`src/rtl/gray_sched_pkg.sv`:
```
// Shared constants, state encoding and Gray helper for the Gray-coded round-robin scheduler.
package gray_sched_pkg;

  localparam int unsigned PTR_W            = 4;
  localparam int unsigned N_REQ            = 1 << PTR_W;
  localparam int unsigned MAX_HOLD_DEFAULT = 255;

  typedef enum logic [0:0] {
    StIdle,
    StGrant
  } state_e;

  // Binary index to reflected Gray code.
  function automatic logic [PTR_W-1:0] bin2gray(input logic [PTR_W-1:0] bin);
    return bin ^ (bin >> 1);
  endfunction

endpackage

```
`src/rtl/gray_onehot_dec.sv`:
```
// Combinational Gray-to-one-hot decoder with enable; output is all zero when en is low.
module gray_onehot_dec
  import gray_sched_pkg::*;
(
  input  logic [PTR_W-1:0] code,
  input  logic             en,
  output logic [N_REQ-1:0] onehot
);

  logic [PTR_W-1:0] bin;

  // Gray to binary by prefix XOR from the MSB, then shift a single one into place.
  always_comb begin
    bin             = '0;
    bin[PTR_W-1]    = code[PTR_W-1];
    for (int i = PTR_W - 2; i >= 0; i--) begin
      bin[i] = bin[i+1] ^ code[i];
    end
    onehot = en ? (N_REQ'(1) << bin) : '0;
  end

endmodule

```
`config.mk`:
```
export PLATFORM = sky130hd
export DESIGN_NAME = gray_onehot_dec
export DESIGN_NICKNAME = d
export VERILOG_FILES = /design/src/rtl/gray_sched_pkg.sv /design/src/rtl/gray_onehot_dec.sv
export SDC_FILE = /design/constraint.sdc
export NUM_CORES = 1
export LEC_CHECK = 0
export ABC_AREA = 1
export ABC_CLOCK_PERIOD_IN_PS = 800
export CAP_MARGIN = 20
export CORE_AREA = 2 2 39 41
export DETAILED_ROUTE_END_ITERATION = 16
export DIE_AREA = 0 0 41 43
export SYNTH_ARGS = -nofsm -noshare
export SYNTH_HDL_FRONTEND = slang
export SYNTH_SLANG_ARGS = --single-unit
```
`constraint.sdc`:
```
create_clock -name vclk -period 0.8
set_input_delay 0.12 -clock vclk [all_inputs]
set_output_delay 0.12 -clock vclk [all_outputs]
set_load 0.05 [all_outputs]
```
Word level (Yosys, flattened, before mapping)
Index checks and enable logic that the tools add are counted.

Logic and storage cells: 5. Register bits after elaboration: 0. Output and inout bits: 16.

Shift-type cells: 1. Multiplexer cells: 1. Bitwise operators: 3.

Operator list (number): 16-bit 2-to-1 mux (1); 1-bit by 4-bit << shifter with 16-bit output, first input constant (1); 1-bit XOR (3).

Logic depth before layout (Yosys ltp)
Gate-level depths: netlist of the first run.

Depth after elaboration: 5. Mapped depth: 4. Depth with buffers taken out: 3.

Worst setup path after synthesis of the first run
Ideal clock, no wire load.

Path kind: input to output. Start point: input port code[2]. End point: output port onehot[0]. Stages on the path: 4. Required time: 680 ps. Data arrival time: 1034 ps. Path slack: -354 ps. Cell sequence: buf_6 clkinv_4 nand4_1 nor2_1.

Longest elaborated chain between the ends: 5.

Ends and longest elaborated chain: start, declared (line gray_onehot_dec.sv:5) `input logic [PTR_W-1:0] code,`; 1-bit XOR (*) (line gray_onehot_dec.sv:17) `bin[i] = bin[i+1] ^ code[i];`; 1-bit XOR (2 in a row) (line gray_onehot_dec.sv:17); 1-bit by 4-bit << shifter with 16-bit output (*) (line gray_onehot_dec.sv:19) `onehot = en ? (N_REQ'(1) << bin) : '0;`; 16-bit 2-to-1 mux (*) (line gray_onehot_dec.sv:19); end, declared (line gray_onehot_dec.sv:7) `output logic [N_REQ-1:0] onehot`.

Mark *: on every way between the ends. The rest lies on a longest branch, timed or not.

Worst setup path after layout of the first run
Same ends and word-level chain as after synthesis.

==> results.json, run 1 <==
{
  "startpoint": "code[2]",
  "drt-initial-drc-count": 3,
  "hold_path.class": "in -> out",
  "status": "finished with violations",
  "worst_slack_ns": -0.150,
  "rsz0062_at_grt": "yes",
  "track_usage": 0.115,
  "crit_slowest_cell": "nand4_1",
  "violations": "negative setup slack",
  "die-width_um": 41,
  "p_leak_nw": 0.297,
  "hold_viol_final": 0,
  "io_pins": 21,
  "initial_core_util": 0.178,
  "dp_hpwl_um": 648,
  "grt_max_degree": 9,
  "seq_cell_count": 0,
  "avgSynthCellArea_sq_um": 5.87,
  "max_stage_delay_ns": 0.16,
  "syn-num-nets": 47,
  "die_h_um": 43,
  "portBuffers": 21,
  "path_cells": "buf_8 -> buf_6 -> clkinv_8 -> nand4_1 -> nor2_4 -> buf_12",
  "crit_arrival_ns": 0.83,
  "irDropWorstVdd_uv": 248,
  "wl_um": 880,
  "drv_slew": 0,
  "seq_area_sq_um": 0,
  "hold_depth": 4,
  "finish.utilization": 0.618,
  "vias": 407,
  "preCtsSetupSlack_ns": -0.543,
  "hold_ws_ns": 0.726,
  "area_growth_pct": 247,
  "start_kind": "input port",
  "drc": 0,
  "setup_viol": 16,
  "period_minus_slack_ns": 0.950,
  "crit_type": "in -> out",
  "crit_required_ns": 0.68,
  "fp.coreArea_sq_mm": 0.00138,
  "ctsHoldBuffers": 0,
  "grt_pass1_vias": 345,
  "hold_start": "en",
  "synth_top_area_frac": 0.406,
  "gp_congestion": 0.735,
  "die_area_sq_mm": 0.00176,
  "layout.nets": 74,
  "tightestPinTransition_ns": 0.162,
  "ys_warn_count": 0,
  "hold_end": "onehot[5]",
  "grt-ovfl-total": 0,
  "first_pass_iters": 4,
  "relSlewSlack": 0.892,
  "cp_max_fo": 8,
  "post-cts-setup-buffers": 0,
  "netlist-cell-type-count": 8,
  "antenna_found_initial": 0,
  "ant_nets": 0,
  "fp-row-count": 14,
  "synth_area_leader_cell": "nand4_1",
  "cap_violations": 0,
  "worstSetupEndpointType": "primary output",
  "grt_pass1_wl_mm": 1.51,
  "insertedDiodeCount": 0,
  "fmax_mhz": 1050,
  "final_layout_size_suffix_gt1_frac": 0.761,
  "dp_cells": 80,
  "synthTopCellsByArea": "nand4_1 41%, nor2_1 24%, buf_6 18%",
  "netlist_area_sq_um": 246,
  "post_drt_wl_per_cell_um": 10.6,
  "power_density_mw_per_mm2": 400,
  "finalCritPeriodShare": 1.19,
  "clkbuf_count": 0,
  "via_per_inst": 4.90,
  "stdcell_count": 83,
  "seq_area_frac_synth": 0,
  "layout_common_cells": "16 x nand4_1, 16 x nor2_4, 16 x buf_12, 10 x buf_6",
  "syn_inst": 42
}
## cells in the mapped netlist
master and n:
buf_2 1, buf_6 4, clkinv_4 2, inv_2 1, inv_4 1, inv_6 1, nand4_1 16, nor2_1 16
## per-stage QoR
stage                     power, W  area [sq um]  setup TNS, ns
after floorplan           0.000225           442         -0.324
after global placement    0.000292           777          -8.25
after detailed placement  0.000295           777          -8.34
after CTS                 0.000341           851          -2.04
after global routing      0.000358           855          -2.55
final                     0.000341           855          -1.91
## worst max-delay path by stage
stage | endpoint | slack (ns) | cells after the start
final | onehot[0] | -0.15 | 6
after detailed placement | onehot[11] | -0.54 | 5
after global placement | onehot[5] | -0.54 | 5
after CTS | onehot[8] | -0.17 | 6
after floorplan | onehot[11] | -0.04 | 4
after global routing | onehot[4] | -0.19 | 6
## worst max-delay path, delay by kind of cell
family / cells / cell delay (ns)
buf+inv: 4 / 0.41
simple gates: 2 / 0.30
## cell families after synthesis
family        count (synthesis)  share of synthesized area
buf+inv                      10                      0.350
simple gates                 32                      0.650
## timing repair
action	in CTS	in global routing
cloned	3	0
setup endpoints to repair	16	16
pin swaps	13	8
resized for setup	36	1
## per-layer routing
metal  vias to the layer above  wire length [um]  global-route usage
li1                        205                 -                   -
met1                       183               345               0.177
met2                        19               476               0.184
met3                         0                58                   0
met4                         0                 0                   0
met5                         -                 0                   0
## power by group
group / internal [W] / switching, W / leakage [nW]
registers: 0 / 0 / 0
logic: 0.000156 / 0.000185 / 0.297
clock network: 0 / 0 / 0
total: 0.000156 / 0.000185 / 0.297
## layout make-up
class,instances,area (sq um)
fillers,111,529
repair buffers,29,460
multi-input cells,32,280
inverters,5,85.1
well taps,16,20.0
repair inverters,1,8.76
No activity file was read; power rests on OpenSTA's default activity.
==> run 2: changes to the inputs <==
--- a/config.mk
+++ b/config.mk
@@ -6,7 +6,7 @@
 export NUM_CORES = 1
 export LEC_CHECK = 0
 export ABC_AREA = 1
-export ABC_CLOCK_PERIOD_IN_PS = 800
+export ABC_CLOCK_PERIOD_IN_PS = 1200
 export CAP_MARGIN = 20
 export CORE_AREA = 2 2 39 41
 export DETAILED_ROUTE_END_ITERATION = 16
==> constraint.sdc (replaced) <==
create_clock -name vclk -period 1.2
set_input_delay 0.18 -clock vclk [all_inputs]
set_output_delay 0.18 -clock vclk [all_outputs]
set_load 0.05 [all_outputs]
==> results.json, run 2 (synthesis gave the netlist of run 1 again) <==
{
  "status": "complete, no violations",
  "rsz0062_at_grt": "no",
  "tns_ns": 0,
  "setup_viol": 0,
  "die-width_um": 41,
  "layout_common_cells": "16 x nand4_1, 16 x nor2_4, 16 x buf_12, 5 x buf_6, 4 x buf_2",
  "die_h_um": 43,
  "die_area_sq_mm": 0.00176,
  "crit_required_ns": 1.02,
  "antenna_found_initial": 0,
  "tightestPinTransition_ns": 0.191,
  "worstSetupEndpointType": "primary output",
  "path_buf_inv": 4,
  "start_kind": "input port",
  "gp_congestion": 0.752,
  "io_pins": 21,
  "initial_core_util": 0.178,
  "stdcell_count": 81,
  "dp_hpwl_um": 579,
  "dp_cells": 77,
  "grt-ovfl-total": 0,
  "cap_violations": 0,
  "first_pass_iters": 4,
  "finish.utilization": 0.564,
  "path_depth": 6,
  "p_leak_nw": 0.266,
  "post_drt_wl_per_cell_um": 12.7,
  "crit_type": "in -> out",
  "drv_slew": 0,
  "layout.nets": 72,
  "crit_arrival_ns": 0.94,
  "seq_area_sq_um": 0,
  "timing.critical_path.to": "onehot[11]",
  "path_cells": "buf_2 -> buf_6 -> inv_6 -> nand4_1 -> nor2_4 -> buf_12",
  "fmax_mhz": 894,
  "grt_max_degree": 10,
  "grt_pass1_wl_mm": 1.83,
  "wl_mm": 1.03,
  "finalCritPeriodShare": 0.932,
  "hold_viol_final": 0,
  "period_minus_slack_ns": 1.12,
  "via_per_inst": 4.81,
  "drc": 0,
  "hold_depth": 4,
  "worst_slack_ns": 0.0815,
  "insertedDiodeCount": 0,
  "fp.coreArea_sq_mm": 0.00138,
  "grt_pass1_vias": 395,
  "startpoint": "code[0]",
  "power_density_mw_per_mm2": 265,
  "drt-initial-drc-count": 4,
  "vias": 390,
  "cp_top_family": "buffers and inverters",
  "track_usage": 0.140,
  "area_growth_pct": 217,
  "ant_nets": 0,
  "hold_path.class": "in -> out",
  "clkbuf_count": 0,
  "seq_cell_count": 0,
  "preCtsSetupSlack_ns": -0.362,
  "crit_slowest_cell": "nor2_4",
  "relSlewSlack": 0.872,
  "final_layout_size_suffix_gt1_frac": 0.754,
  "post-cts-setup-buffers": 0,
  "portBuffers": 21,
  "cp_max_fo": 8,
  "max_stage_delay_ns": 0.16,
  "fp-row-count": 14,
  "irDropWorstVdd_uv": 145
}
run 2: worst min path at each step:
stage | startpoint | endpoint | slack (ns)
after CTS | code[0] | onehot[14] | 0.91
after floorplan | en | onehot[0] | 0.61
after detailed placement | code[2] | onehot[5] | 1.21
after global placement | code[2] | onehot[9] | 1.21
final | en | onehot[11] | 0.85
after global routing | code[3] | onehot[10] | 0.87
run 2: timing repair:
action / 4_1_cts / 5_1_grt
hold buffers: 0 / 0
gates cloned: 4 / 0
setup endpoints to repair: 16 / 14
pin swaps: 4 / 3
resized for setup: 49 / 6
run 2: metal layers:
| layer | GRT usage | share of wire | vias up |
|---|---|---|---|
| met3 | 0.0105 | 0.046 | 0 |
| met4 | 0 | 0 | 0 |
| li1 | - | - | 201 |
| met1 | 0.177 | 0.36 | 178 |
| met2 | 0.256 | 0.60 | 11 |
| met5 | 0 | 0 | - |
run 2: layout make-up:
type,count,area [sq um]
Fill cell,124,603
Inverter,5,65.1
Timing Repair inverter,1,8.76
Tap cell,16,20.0
Timing Repair Buffer,27,407
Multi-Input combinational cell,32,280
run 2: worst min-delay path, stage by stage:
cell,delay (ns)
clkbuf_2,0.13
inv_6,0.16
nor2_4,0.05
buf_12,0.14
run 2: power breakdown:
part | switching, W | internal (W) | leakage (nW) | total (W)
logic | 0.000122 | 0.0000853 | 0.266 | 0.000207
clock network | 0 | 0 | 0 | 0
registers | 0 | 0 | 0 | 0
total | 0.000122 | 0.0000853 | 0.266 | 0.000207
run 2: stage by stage:
| stage | instance area (sq um) | hold slack (ns) | total power, W |
|---|---|---|---|
| after floorplan | 267 | 0.614 | 0.0000992 |
| after global placement | 629 | 1.21 | 0.000155 |
| after detailed placement | 629 | 1.21 | 0.000157 |
| after CTS | 801 | 0.910 | 0.000206 |
| after global routing | 781 | 0.868 | 0.000217 |
| final | 781 | 0.853 | 0.000207 |
